==> config.mk <==
export PLATFORM = sky130hd
export DESIGN_NAME = cpu_test_harness
export DESIGN_NICKNAME = d
export VERILOG_FILES = /design/src/rtl/cpu_test_harness_pkg.sv /design/src/rtl/cpu_test_harness_halt.sv /design/src/rtl/cpu_test_harness.sv
export SDC_FILE = /design/constraint.sdc
export NUM_CORES = 1
export LEC_CHECK = 0
export BUFFER_PORTS_ARGS = -buffer_cell sky130_fd_sc_hd__buf_2
export CAP_MARGIN = 20
export CORE_MARGIN = 10
export CORE_UTILIZATION = 43
export CTS_CLUSTER_SIZE = 20
export DETAILED_ROUTE_END_ITERATION = 10
export HOLD_SLACK_MARGIN = 0.1
export PLACE_DENSITY = 0.66
export SETUP_SLACK_MARGIN = 0.1
export SLEW_MARGIN = 20
export SYNTH_ARGS = -nofsm -noshare
export SYNTH_HDL_FRONTEND = slang
export SYNTH_SLANG_ARGS = --single-unit
==> constraint.sdc <==
create_clock -name clk -period 4.4 [get_ports clk]
set_input_delay 0.44 -clock clk [delete_from_list [all_inputs] [get_ports clk]]
set_output_delay 0.44 -clock clk [all_outputs]
set_load 0.02 [all_outputs]
==> src/rtl/cpu_test_harness_pkg.sv <==
// Shared definitions for the CPU test harness.
//   state_t      : harness FSM states
//   DEF_*        : parameter defaults used by the top and the halt detector
package cpu_test_harness_pkg;

  localparam int DEF_DATA_W        = 16;
  localparam int DEF_NUM_REGS      = 8;
  localparam int DEF_PC_W          = 16;
  localparam int DEF_RESET_CYCLES  = 5;
  localparam int DEF_STABLE_CYCLES = 4;
  localparam int DEF_MAX_CYCLES    = 1024;
  localparam int DEF_CNT_W         = 16;

  typedef enum logic [2:0] {
    ST_IDLE     = 3'd0,
    ST_HOLD_RST = 3'd1,
    ST_RUN      = 3'd2,
    ST_CHECK    = 3'd3,
    ST_DONE     = 3'd4
  } state_t;

endpackage

==> src/rtl/cpu_test_harness_halt.sv <==
// pc_halt_detect: declares a CPU halt when the program counter has matched
// its previous-cycle value on STABLE_CYCLES consecutive enabled cycles.
// Ports:
//   clk, reset : clock, synchronous active-high reset
//   clear      : restart detection (forgets the previous PC)
//   en         : sample pc_in this cycle (CPU running)
//   pc_in      : observed program counter
//   halted     : combinational, high on the cycle the halt condition is met
module pc_halt_detect
  import cpu_test_harness_pkg::*;
#(
  parameter int PC_W          = DEF_PC_W,
  parameter int STABLE_CYCLES = DEF_STABLE_CYCLES
)(
  input  logic            clk,
  input  logic            reset,
  input  logic            clear,
  input  logic            en,
  input  logic [PC_W-1:0] pc_in,
  output logic            halted
);

  localparam int SC_W = $clog2(STABLE_CYCLES + 1);

  logic [PC_W-1:0] prev_pc;
  logic            have_prev;
  logic [SC_W-1:0] stable_cnt;
  logic            same_pc;

  // Without a previous sample (first run cycle) nothing can count as stable.
  assign same_pc = have_prev && (pc_in == prev_pc);
  assign halted  = en && same_pc && (stable_cnt == SC_W'(STABLE_CYCLES - 1));

  always_ff @(posedge clk) begin
    if (reset || clear) begin
      have_prev  <= 1'b0;
      stable_cnt <= '0;
    end else if (en) begin
      have_prev  <= 1'b1;
      stable_cnt <= same_pc ? stable_cnt + 1'b1 : '0;
    end
  end

  always_ff @(posedge clk) begin
    if (en) begin
      prev_pc <= pc_in;
    end
  end

endmodule

==> src/rtl/cpu_test_harness.sv <==
// cpu_test_harness: holds a CPU in reset, releases it, waits for the PC to
// settle (halt) or for a cycle budget to expire, then compares the CPU
// registers against loaded expected values, one register per cycle.
// Ports:
//   clk, reset         : clock, synchronous active-high reset
//   start              : one-cycle pulse launching a run (IDLE/DONE only)
//   exp_we/addr/data   : load an expected register value (IDLE/DONE only)
//   pc_in, regs_flat   : observed CPU state; reg i at [i*DATA_W +: DATA_W]
//   cpu_reset          : CPU reset, low only while running
//   busy, done         : run in progress / run finished
//   pass, timeout      : run verdict, valid while done
//   fail_mask          : per-register mismatch flags
//   cycle_count        : run cycles elapsed, saturating
module cpu_test_harness
  import cpu_test_harness_pkg::*;
#(
  parameter int DATA_W        = DEF_DATA_W,
  parameter int NUM_REGS      = DEF_NUM_REGS,
  parameter int PC_W          = DEF_PC_W,
  parameter int RESET_CYCLES  = DEF_RESET_CYCLES,
  parameter int STABLE_CYCLES = DEF_STABLE_CYCLES,
  parameter int MAX_CYCLES    = DEF_MAX_CYCLES,
  parameter int CNT_W         = DEF_CNT_W
)(
  input  logic                         clk,
  input  logic                         reset,
  input  logic                         start,
  input  logic                         exp_we,
  input  logic [$clog2(NUM_REGS)-1:0]  exp_addr,
  input  logic [DATA_W-1:0]            exp_data,
  input  logic [PC_W-1:0]              pc_in,
  input  logic [NUM_REGS*DATA_W-1:0]   regs_flat,
  output logic                         cpu_reset,
  output logic                         busy,
  output logic                         done,
  output logic                         pass,
  output logic                         timeout,
  output logic [NUM_REGS-1:0]          fail_mask,
  output logic [CNT_W-1:0]             cycle_count
);

  localparam int AW   = $clog2(NUM_REGS);
  localparam int RC_W = (RESET_CYCLES > 1) ? $clog2(RESET_CYCLES) : 1;

  localparam logic [AW-1:0]   CHK_LAST   = AW'(NUM_REGS - 1);
  localparam logic [RC_W-1:0] RST_LAST   = RC_W'(RESET_CYCLES - 1);
  localparam logic [AW:0]     NUM_REGS_V = (AW + 1)'(NUM_REGS);

  state_t              state;
  logic [RC_W-1:0]     rst_cnt;
  logic [AW-1:0]       chk_idx;
  logic [NUM_REGS-1:0] care;
  logic [DATA_W-1:0]   exp_mem [NUM_REGS];

  logic                cfg_ok;
  logic                start_ok;
  logic                addr_ok;
  logic                halted;
  logic                budget_hit;
  logic [DATA_W-1:0]   cur_reg;
  logic                mismatch;
  logic [NUM_REGS-1:0] mismatch_vec;

  function automatic logic [CNT_W-1:0] sat_inc(input logic [CNT_W-1:0] v);
    return (&v) ? v : v + 1'b1;
  endfunction

  assign cfg_ok    = (state == ST_IDLE) || (state == ST_DONE);
  assign start_ok  = start && cfg_ok;
  assign addr_ok   = ({1'b0, exp_addr} < NUM_REGS_V);

  assign cpu_reset = (state != ST_RUN);
  assign busy      = (state == ST_HOLD_RST) || (state == ST_RUN) || (state == ST_CHECK);
  assign done      = (state == ST_DONE);

  // This RUN cycle is the one that brings the count to MAX_CYCLES.
  assign budget_hit = 32'(cycle_count) >= 32'(MAX_CYCLES - 1);

  assign cur_reg  = regs_flat[chk_idx*DATA_W +: DATA_W];
  assign mismatch = care[chk_idx] && (cur_reg != exp_mem[chk_idx]);

  always_comb begin
    mismatch_vec          = '0;
    mismatch_vec[chk_idx] = mismatch;
  end

  pc_halt_detect #(
    .PC_W          (PC_W),
    .STABLE_CYCLES (STABLE_CYCLES)
  ) u_halt (
    .clk    (clk),
    .reset  (reset),
    .clear  (start_ok),
    .en     (state == ST_RUN),
    .pc_in  (pc_in),
    .halted (halted)
  );

  always_ff @(posedge clk) begin
    if (!reset && cfg_ok && exp_we && addr_ok) begin
      exp_mem[exp_addr] <= exp_data;
    end
  end

  always_ff @(posedge clk) begin
    if (reset) begin
      state       <= ST_IDLE;
      rst_cnt     <= '0;
      chk_idx     <= '0;
      care        <= '0;
      pass        <= 1'b0;
      timeout     <= 1'b0;
      fail_mask   <= '0;
      cycle_count <= '0;
    end else begin
      unique case (state)
        ST_IDLE, ST_DONE: begin
          if (start) begin
            state       <= ST_HOLD_RST;
            rst_cnt     <= '0;
            pass        <= 1'b0;
            timeout     <= 1'b0;
            fail_mask   <= '0;
            cycle_count <= '0;
          end
        end
        ST_HOLD_RST: begin
          if (rst_cnt == RST_LAST) begin
            state <= ST_RUN;
          end else begin
            rst_cnt <= rst_cnt + 1'b1;
          end
        end
        ST_RUN: begin
          cycle_count <= sat_inc(cycle_count);
          // A halt on the budget's last cycle still gets its registers checked.
          if (halted) begin
            state   <= ST_CHECK;
            chk_idx <= '0;
          end else if (budget_hit) begin
            state     <= ST_DONE;
            timeout   <= 1'b1;
            pass      <= 1'b0;
            fail_mask <= '0;
          end
        end
        ST_CHECK: begin
          if (mismatch) begin
            fail_mask[chk_idx] <= 1'b1;
          end
          if (chk_idx == CHK_LAST) begin
            state <= ST_DONE;
            // Fold in the compare made on this final cycle.
            pass  <= ((fail_mask | mismatch_vec) == '0) && !timeout;
          end else begin
            chk_idx <= chk_idx + 1'b1;
          end
        end
        default: state <= ST_IDLE;
      endcase

      if (cfg_ok && exp_we && addr_ok) begin
        care[exp_addr] <= 1'b1;
      end
    end
  end

endmodule

==> flow_metrics.tcl <==
set metrics [dict create \
    finalPower_w 0.00382 \
    syn-num-nets 745 \
    critPathRequiredTime_ns 4.72 \
    clk_pin_slew_ns 0.07 \
    drt_pass1_iterations 5 \
    grt_pass1_vias 5983 \
    synth_flop_cell "edfxtp_1" \
    clock_sinks 194 \
    syn-cell-area_mm2 0.00890 \
    post-route-drc-count 0 \
    period_needed_ns 3.02 \
    fin_skew_ns 0.0107 \
    dieWidth_um 164 \
    pin_count 196 \
    hold_viol 0 \
    maxCapViolCount 0 \
    power.leakage_nw 3.84 \
    status "completed" \
    cts_setup_buffers 0 \
    gr-usage-all-layers_pct 16.3 \
    setup_viol 0 \
    cts_made_buffers 17 \
    initial_core_util_pct 43.9 \
    drtIter0Drc 401 \
    cp-end-kind "register" \
    grt_pass1_wl_um 33500 \
    vias_per_cell 5.42 \
    worstPathMaxFanout 19 \
    power_density_mw_per_mm2 354 \
    portBuffers 195 \
    htree_levels 4 \
    dieHeight_um 164 \
    slew_violations 0 \
    ys_async_sr_fraction_pct 0 \
    crit_type "reg2reg" \
    worstSkewPairLatency_ns 0.43 \
    rsz0062_at_grt "no" \
    start_kind "register" \
    post_cts_resized 0 \
    synth_cell_type_count 49 \
    wl_um 22300 \
    core_mm2 0.0203 \
    routedWlPerCell_um 21.2 \
    dp_slack_ns 1.37 \
    avgSynthCellArea_um2 15.6 \
    finalCoreUtilization_pct 53.1 \
    ys_seq_area_share_pct 59.8 \
    num_rows 52 \
    syn_to_final_growth_pct 21.1 \
    ys_top_cells_by_area "edfxtp_1 (49%), mux4_2 (16%), dfxtp_1 (11%), mux2i_1 (3.9%), xor2_1 (3.6%)" \
    ctsHoldBuffers 0 \
    fin_ws_ns 1.38 \
    via_count 5695 \
    cts_tree "built" \
    final_layout_size_suffix_gt1_share_pct 41.7 \
    antenna_found_initial 3 \
    root_buffer "clkbuf_16" \
    drtAntennaViolNets 0 \
    peakVddDrop_uv 249 \
    fmax_ghz 0.331 \
    fin_tns_setup_ns 0 \
    whs_ns 0.209 \
    n_fill_cell 1700 \
    finalCritPeriodShare_pct 68.6 \
    gp_congestion 0.902 \
    gr-total-overflow 0 \
    grt_max_degree 33 \
    yosys.area.top_type "edfxtp_1" \
    ys_warn_count 0 \
    nNetsFinal 942 \
    synth.top_cell.area_share_pct 48.6 \
    maxSlewHeadroom_pct 28.3 \
    synth_edf_count 144 \
    worstPathArrival_ns 3.34 \
    clk_path_buf_depth 2 \
    ys_ff_latch 194 \
    holdCritPathClass "in2reg" \
    netlist_instances 571 \
    tightestPinTransition_ns 1.07 \
    hpwl_um 16200 \
    dieArea_mm2 0.0269 \
]
[cell usage after synthesis, types with 10 or more instances]
master,n
edfxtp_1,144
mux4_2,64
dfxtp_1,50
nor2_1,45
xor2_1,37
mux2i_1,35
nand2_1,17
buf_2,14
a21oi_1,12
nor3_1,11
xnor2_1,10
[logic make-up (layout without fill, tap and decap cells)]
kind of cell,Yosys count,after routing,share of synthesized area (%)
and+or+nand+nor,136,136,7.98
DFF,194,194,59.8
adders and majority gates,7,7,0.984
other,0,1,0
xor gates and xnor gates,47,47,4.62
buffers and inverters,38,247,2.35
AOI/OAI and AO/OA,50,50,4.13
muxes,99,99,20.1
[flip-flops by register name, indices dropped and copies added (netlist names), named ones only]
name	count
exp_mem	128
cycle_count	16
u_halt.prev_pc	16
care	8
fail_mask	8
chk_idx	3
rst_cnt	3
state	3
u_halt.stable_cnt	3
pass	1
timeout	1
u_halt.have_prev	1
[layout make-up]
class | instances | area (um2) | area share, %
repair buffers | 209 | 1080 | 10.0
inverters | 7 | 26.3 | 0.244
clock inverters | 14 | 168 | 1.55
well taps | 270 | 338 | 3.13
multi-input cells | 339 | 3410 | 31.6
flip-flops and latches | 194 | 5330 | 49.4
diodes | 1 | 2.50 | 0.0232
clock buffers | 17 | 425 | 3.95
[cell usage in the layout (no fill, tap or decap), types with 10 or more instances in the layout]
master     netlist  final
xor2_1          37     37
buf_2           14    195
nand2_1         17     17
edfxtp_1       144    144
dfxtp_1         50     46
nor2_1          45     39
mux4_2          64     64
xnor2_1         10     10
clkbuf_16        0     17
buf_4            3     14
mux2i_1         35     35
a21oi_1         12     12
[power breakdown]
part | internal (W) | leakage, nW | switching (W)
combinational | 0.000123 | 1.85 | 0.000145
sequential | 0.00200 | 1.71 | 0.0000196
clock | 0.000852 | 0.284 | 0.000684
total | 0.00297 | 3.84 | 0.000848
[critical path: stages, from the launching register on]
cell     delay, ns
dfxtp_2       0.71
buf_4         0.33
mux4_2        0.53
mux2i_1       0.19
xor2_1        0.09
nor4_1        0.33
nand4_1       0.25
and2_1        0.27
a22o_1        0.21
[worst paths after layout]
| path | from | endpoint | slack (ns) | cells after the start |
|---|---|---|---|---|
| min | pc_in[6] | u_halt.prev_pc[6] | 0.21 | 1 |
| max reg2reg | chk_idx[0] | fail_mask[4] | 1.38 | 8 |
| min reg2reg | care[4] | care[4] | 0.45 | 1 |
| max | chk_idx[0] | fail_mask[4] | 1.38 | 8 |
[per-layer routing]
metal | vias to the layer above | routed length (um) | GRT usage (%)
li1 | 2628 | - | -
met1 | 2858 | 8970 | 19.6
met2 | 180 | 11400 | 27.7
met3 | 25 | 1530 | 4.68
met4 | 4 | 321 | 4.96
met5 | - | 38 | 0
[metrics by stage]
step | cell area [um2] | instances
after floorplan | 8900 | 571
after global placement | 10200 | 1019
after detailed placement | 10200 | 1019
after CTS | 10800 | 1050
after global routing | 10800 | 1050
final | 10800 | 1051
No activity file was read; power rests on OpenSTA's default activity.
